$ cat config.mk
export PLATFORM = sky130hd
export DESIGN_NAME = pipe_add
export DESIGN_NICKNAME = d
export VERILOG_FILES = /design/src/rtl/pipe_add_pkg.sv /design/src/rtl/add_chunk.sv /design/src/rtl/pipe_add.sv
export SDC_FILE = /design/constraint.sdc
export NUM_CORES = 1
export LEC_CHECK = 0
export ABC_CLOCK_PERIOD_IN_PS = 10200
export CAP_MARGIN = 25
export CELL_PAD_IN_SITES_DETAIL_PLACEMENT = 1
export CELL_PAD_IN_SITES_GLOBAL_PLACEMENT = 2
export CORE_UTILIZATION = 42
export CTS_BUF_LIST = sky130_fd_sc_hd__clkbuf_8
export DETAILED_ROUTE_END_ITERATION = 16
export PLACE_DENSITY_LB_ADDON = 0.2
export SETUP_SLACK_MARGIN = 0.4
export SKIP_LAST_GASP = 1
export SYNTH_ARGS = -nofsm -noshare
export SYNTH_HDL_FRONTEND = slang
export SYNTH_HIERARCHICAL = 1
export SYNTH_SLANG_ARGS = --single-unit
$ cat constraint.sdc
create_clock -name CLK -period 10.2 [get_ports CLK]
set_input_delay 1.02 -clock CLK [delete_from_list [all_inputs] [get_ports CLK]]
set_output_delay 1.02 -clock CLK [all_outputs]
set_load 0.02 [all_outputs]
$ cat src/rtl/pipe_add_pkg.sv
// Shared defaults and stage-count derivation for the chunked pipelined adder.
package pipe_add_pkg;

    localparam int unsigned DEF_WIDTH = 32;
    localparam int unsigned DEF_CHUNK = 8;

    function automatic int unsigned calc_stages(input int unsigned width, input int unsigned chunk);
        if (chunk == 0 || width < chunk)
            return 1;
        return width / chunk;
    endfunction

endpackage

$ cat src/rtl/add_chunk.sv
// Combinational W-bit adder slice: sum, carry out and carry into the slice MSB.
module add_chunk
    import pipe_add_pkg::*;
#(
    parameter int unsigned W = DEF_CHUNK
) (
    input  logic [W-1:0] a_i,
    input  logic [W-1:0] b_i,
    input  logic         ci_i,
    output logic [W-1:0] s_o,
    output logic         co_o,
    output logic         cm_o
);

    logic [W:0] sum;

    assign sum  = {1'b0, a_i} + {1'b0, b_i} + {{W{1'b0}}, ci_i};
    assign s_o  = sum[W-1:0];
    assign co_o = sum[W];
    // Recover the carry into the MSB from the sum bit and both operand bits.
    assign cm_o = sum[W-1] ^ a_i[W-1] ^ b_i[W-1];

endmodule

$ cat src/rtl/pipe_add.sv
// Ripple-carry adder/subtractor pipelined CHUNK bits per stage, with valid/ready
// flow control and skew/deskew of the operand and sum chunks.
module pipe_add
    import pipe_add_pkg::*;
#(
    parameter int unsigned WIDTH = DEF_WIDTH,
    parameter int unsigned CHUNK = DEF_CHUNK
) (
    input  logic             CLK,
    input  logic             RST,
    input  logic             IN_VALID,
    output logic             IN_READY,
    input  logic [WIDTH-1:0] A,
    input  logic [WIDTH-1:0] B,
    input  logic             CI,
    input  logic             SUB,
    output logic             OUT_VALID,
    input  logic             OUT_READY,
    output logic [WIDTH-1:0] S,
    output logic             C,
    output logic             V
);

    localparam int unsigned STAGES = calc_stages(WIDTH, CHUNK);

    if (CHUNK < 1 || (WIDTH % CHUNK) != 0) begin : g_bad_cfg
        $error("pipe_add: WIDTH must be a positive multiple of CHUNK");
    end

    logic             en;
    logic [WIDTH-1:0] op_a [STAGES];
    logic [WIDTH-1:0] op_b [STAGES];
    logic             op_c [STAGES];
    logic [WIDTH-1:0] s_in [STAGES];
    logic             v_in [STAGES];
    logic [WIDTH-1:0] s_d  [STAGES];
    logic             c_d  [STAGES];
    logic             m_d  [STAGES];
    logic [WIDTH-1:0] a_q  [STAGES];
    logic [WIDTH-1:0] b_q  [STAGES];
    logic [WIDTH-1:0] s_q  [STAGES];
    logic             c_q  [STAGES];
    logic             v_q  [STAGES];
    logic             m_q;

    assign en       = !OUT_VALID || OUT_READY;
    assign IN_READY = en;

    // Subtraction is folded in at entry (invert B, force carry-in), so later
    // stages see a plain add; a_q/b_q carry the still-pending upper chunks
    // and s_q the already-finished lower sum chunks.
    always_comb begin
        op_a[0] = A;
        op_b[0] = SUB ? ~B : B;
        op_c[0] = SUB ? 1'b1 : CI;
        s_in[0] = '0;
        v_in[0] = IN_VALID;
        for (int unsigned k = 1; k < STAGES; k++) begin
            op_a[k] = a_q[k-1];
            op_b[k] = b_q[k-1];
            op_c[k] = c_q[k-1];
            s_in[k] = s_q[k-1];
            v_in[k] = v_q[k-1];
        end
    end

    for (genvar k = 0; k < STAGES; k++) begin : g_stage
        logic [CHUNK-1:0] sum_chunk;
        logic [WIDTH-1:0] s_nxt;

        add_chunk #(.W(CHUNK)) u_add (
            .a_i  (op_a[k][k*CHUNK +: CHUNK]),
            .b_i  (op_b[k][k*CHUNK +: CHUNK]),
            .ci_i (op_c[k]),
            .s_o  (sum_chunk),
            .co_o (c_d[k]),
            .cm_o (m_d[k])
        );

        always_comb begin
            s_nxt                     = s_in[k];
            s_nxt[k*CHUNK +: CHUNK]   = sum_chunk;
        end

        assign s_d[k] = s_nxt;
    end

    always_ff @(posedge CLK) begin
        if (RST) begin
            for (int unsigned k = 0; k < STAGES; k++) begin
                v_q[k] <= 1'b0;
            end
            s_q[STAGES-1] <= '0;
            c_q[STAGES-1] <= 1'b0;
            m_q           <= 1'b0;
        end else if (en) begin
            for (int unsigned k = 0; k < STAGES; k++) begin
                v_q[k] <= v_in[k];
                a_q[k] <= op_a[k];
                b_q[k] <= op_b[k];
                s_q[k] <= s_d[k];
                c_q[k] <= c_d[k];
            end
            m_q <= m_d[STAGES-1];
        end
    end

    assign OUT_VALID = v_q[STAGES-1];
    assign S         = s_q[STAGES-1];
    assign C         = c_q[STAGES-1];
    assign V         = c_q[STAGES-1] ^ m_q;

endmodule
Yosys cells after proc, flatten, opt, wreduce, memory -nomap -nowiden
Memory sizes are Yosys's and may differ from the RTL's.
Index checks and enable logic that the tools add are counted.
- input port bits: 70
- output and inout port bits: 36
- logic and storage cells: 39
- bits in registers: 1
- memory bits (writable): 392
- memories: 5
- add/subtract/negate cells: 8
- bitwise logic cells: 10
- muxes and demuxes: 13
- reductions and logical operators: 2
- memories (name ; words ; bits a word ; rd ports ; clocked after memory_dff ; wr ports ; line ; source):
    a_q ; 4 ; 32 ; 3 ; 0 ; 4 ; pipe_add.sv:39 ; logic [WIDTH-1:0] a_q [STAGES];
    b_q ; 4 ; 32 ; 3 ; 0 ; 4 ; pipe_add.sv:40 ; logic [WIDTH-1:0] b_q [STAGES];
    s_q ; 4 ; 32 ; 4 ; 0 ; 4 ; pipe_add.sv:41 ; logic [WIDTH-1:0] s_q [STAGES];
    c_q ; 4 ; 1 ; 4 ; 0 ; 4 ; pipe_add.sv:42 ; logic c_q [STAGES];
    v_q ; 4 ; 1 ; 4 ; 0 ; 4 ; pipe_add.sv:43 ; logic v_q [STAGES];
- operator list (operator ; number):
    two-way mux 32 bit ; 2
    adder 8 x 8 -> 9 bit ; 4
    adder 9 x 1 -> 9 bit ; 4
    NOT 32 bit ; 1
    two-way mux 1 bit ; 11
    bitwise OR 1 bit ; 6
    XOR 1 bit ; 3
    logical NOT 1 bit ; 1
    logical OR 1 bit ; 1

Depth between registers and ports, before layout
An unclocked memory read counts as a cell.
- depth in word-level cells: 7
- depth in mapped cells: 9
- depth with buffers taken out: 7

Cells and area by module
The synthesis kept the hierarchy.
- modules (own cells, without submodules) (module ; cells each ; seq. area each (um^2) ; instances ; area an instance (um^2)):
    pipe_add ; 276 ; 5545.3 ; 1 ; 6480.0
    add_chunk at g_stage[1].u_add ... ; 44 ; 0.0 ; 3 ; 376.6
    add_chunk at g_stage[0].u_add ; 42 ; 0.0 ; 1 ; 374.1

Least setup slack after synthesis
No wires, ideal clock.
- kind: in2reg
- from: input RST
- to: memory a_q[0][10] (netlist name), enable pin
- path slack: 2084 ps
- library setup time: 656 ps
- arrival: 7461 ps
- data required time: 9544 ps
- stages on the path: 3
- path through: buf_6 buf_4 nor2_1
- RTL lines (item ; line ; source):
    from (decl) ; pipe_add.sv:10 ; input logic RST,
    to (decl) ; pipe_add.sv:39 ;

Worst setup path in the final report
- from: input OUT_READY
- to: output IN_READY
- cells in the longest elaborated chain, start to end: 1
- ends and longest elaborated chain (item ; line ; source):
    from (decl) ; pipe_add.sv:18 ; input logic OUT_READY,
    logical OR 1 bit ; pipe_add.sv:46 ; assign en = !OUT_VALID || OUT_READY;
    to (decl) ; pipe_add.sv:12 ; output logic IN_READY,
Every way passes these cells.

==> impl_metrics.json <==
{
  "maxSlewViolCount": 0,
  "antenna_found_initial": 0,
  "rows": 49,
  "rsz0062_at_grt": "no",
  "layout_commonest_cell": "edfxtp_1",
  "end_kind": "output port",
  "nNetsFinal": 666,
  "avgRoutedWirePerCell_um": 16.4,
  "grt_util_all_layers_pct": 14.6,
  "min_period_ns": 3.78,
  "drive_gt1_share_pct": 16.9,
  "fp.dieW_um": 139,
  "hold_slack_ns": 0.416,
  "min-delay-path-class": "reg2reg",
  "ys_warn_count": 6,
  "n_antenna_cell": 0,
  "power.density_nw_per_um2": 180,
  "cts_hold_buf": 0,
  "port-buffer-count": 105,
  "grt_max_degree": 75,
  "post_cts_buffers": 0,
  "p_leak_nw": 3.42,
  "criticalPathCategory": "in2out",
  "ant_nets": 0,
  "drtIter0Drc": 210,
  "synth_area_per_cell_um2": 17.8,
  "clkLatencyLatePin_ns": 0.45,
  "arrival_ns": 2.76,
  "place_ws_ns": 6.40,
  "multi_input_area_um2": 2180,
  "drtPass1Iterations": 10,
  "place.gp.congestion": 0.711,
  "dieArea_um2": 19300,
  "htreeDepth": 4,
  "setup_slack_ns": 6.42,
  "grt_pass1_wl_mm": 21.5,
  "fin_skew_ns": 0.0107,
  "placed_cells": 770,
  "critPathLaunchType": "primary input",
  "crit_fanout": 41,
  "fmax_mhz": 265,
  "final_cells": 802,
  "num_vias": 3987,
  "synthCells": 444,
  "worstPathRequired_ns": 9.18,
  "peakVddDrop_uv": 102,
  "drt-total-wl_mm": 13.1,
  "maxSlewHeadroom_pct": 37.7,
  "initial_core_util_pct": 43.3,
  "path_clk_slew_ns": 0.09,
  "grt-ovfl-total": 0,
  "numCtsBuffers": 17,
  "root_buffer": "clkbuf_8",
  "fillCellCount": 1717,
  "clk_path_buf_depth": 2,
  "hold_viol": 0,
  "drc_errors": 7,
  "finalCritPeriodShare_pct": 37.0,
  "syn_to_final_growth_pct": 21.3,
  "dpl.hpwl_mm": 9.06,
  "outcome": "finished, violations left",
  "synth_fp_nets": 550,
  "clock-sinks": 185,
  "final.setup.tns_ns": 0,
  "final_cell_mix": "edfxtp_1 (184), clkdlybuf4s50_1 (103), xor2_1 (38)",
  "cap_violations": 0,
  "die_h_um": 139,
  "vias_per_cell": 4.97,
  "seqCellArea_um2": 5550,
  "violations": "design-rule violations",
  "setup_violations": 0,
  "cts_resized": 0,
  "io_pins": 106,
  "tightest_slew_ns": 0.934,
  "grt_pass1_vias": 4320,
  "syn_area_um2": 7890,
  "cts_tree": "yes",
  "fp.coreArea_um2": 18200
}
==> layer usage <==
metal  part of all wire, %  GRT usage (%)  vias up
li1                      -              -     1932
met1                    39           15.8     1961
met2                    56           27.4       75
met3                   3.1           3.35       19
met4                   2.0           6.02        0
met5                     0              0        -
==> final timing paths <==
check,slack (ns),cells after the start,to,from
worst max-delay path,6.42,5,IN_READY,OUT_READY
worst max register to register,7.43,7,c_q[3],a_q[2][24]
worst min-delay path,0.42,0,s_q[2][2],s_q[1][2]
worst min register to register,0.42,0,s_q[2][2],s_q[1][2]
==> power by group <==
| part | total, mW | switching [mW] | internal (mW) |
|---|---|---|---|
| clock | 0.523 | 0.256 | 0.267 |
| combinational | 0.248 | 0.124 | 0.124 |
| sequential | 0.949 | 0.0228 | 0.927 |
| total | 1.72 | 0.403 | 1.32 |
==> registers in the layout (all words and copies together) (netlist names) <==
| signal | count |
|---|---|
| s_q | 80 |
| a_q | 48 |
| b_q | 48 |
| c_q | 4 |
| v_q | 4 |
| m_q | 1 |
==> metrics by stage <==
stage | utilization, % | power (mW) | instance area [µm²]
floorplan | - | 1.12 | 7890
global placement | 50.2 | 1.20 | 9140
detailed placement | 50.2 | 1.22 | 9140
CTS | 52.6 | 1.74 | 9570
global route | 52.6 | 1.80 | 9570
finish | 52.6 | 1.72 | 9570
==> cell type report <==
type | instances | share of cell area, %
Inverter | 13 | 0.510
Clock inverter | 15 | 2.10
Timing Repair Buffer | 110 | 11.3
Tap cell | 229 | 2.99
Sequential cell | 185 | 57.9
Clock buffer | 17 | 2.44
Multi-Input combinational cell | 233 | 22.8
==> worst max-delay path, stage by stage <==
cell,delay (ns)
clkdlybuf4s50_1,0.46
nor2b_4,0.12
buf_4,0.56
inv_2,0.04
clkdlybuf4s50_1,0.55
Note: power is estimated with default switching activity, not from simulation.
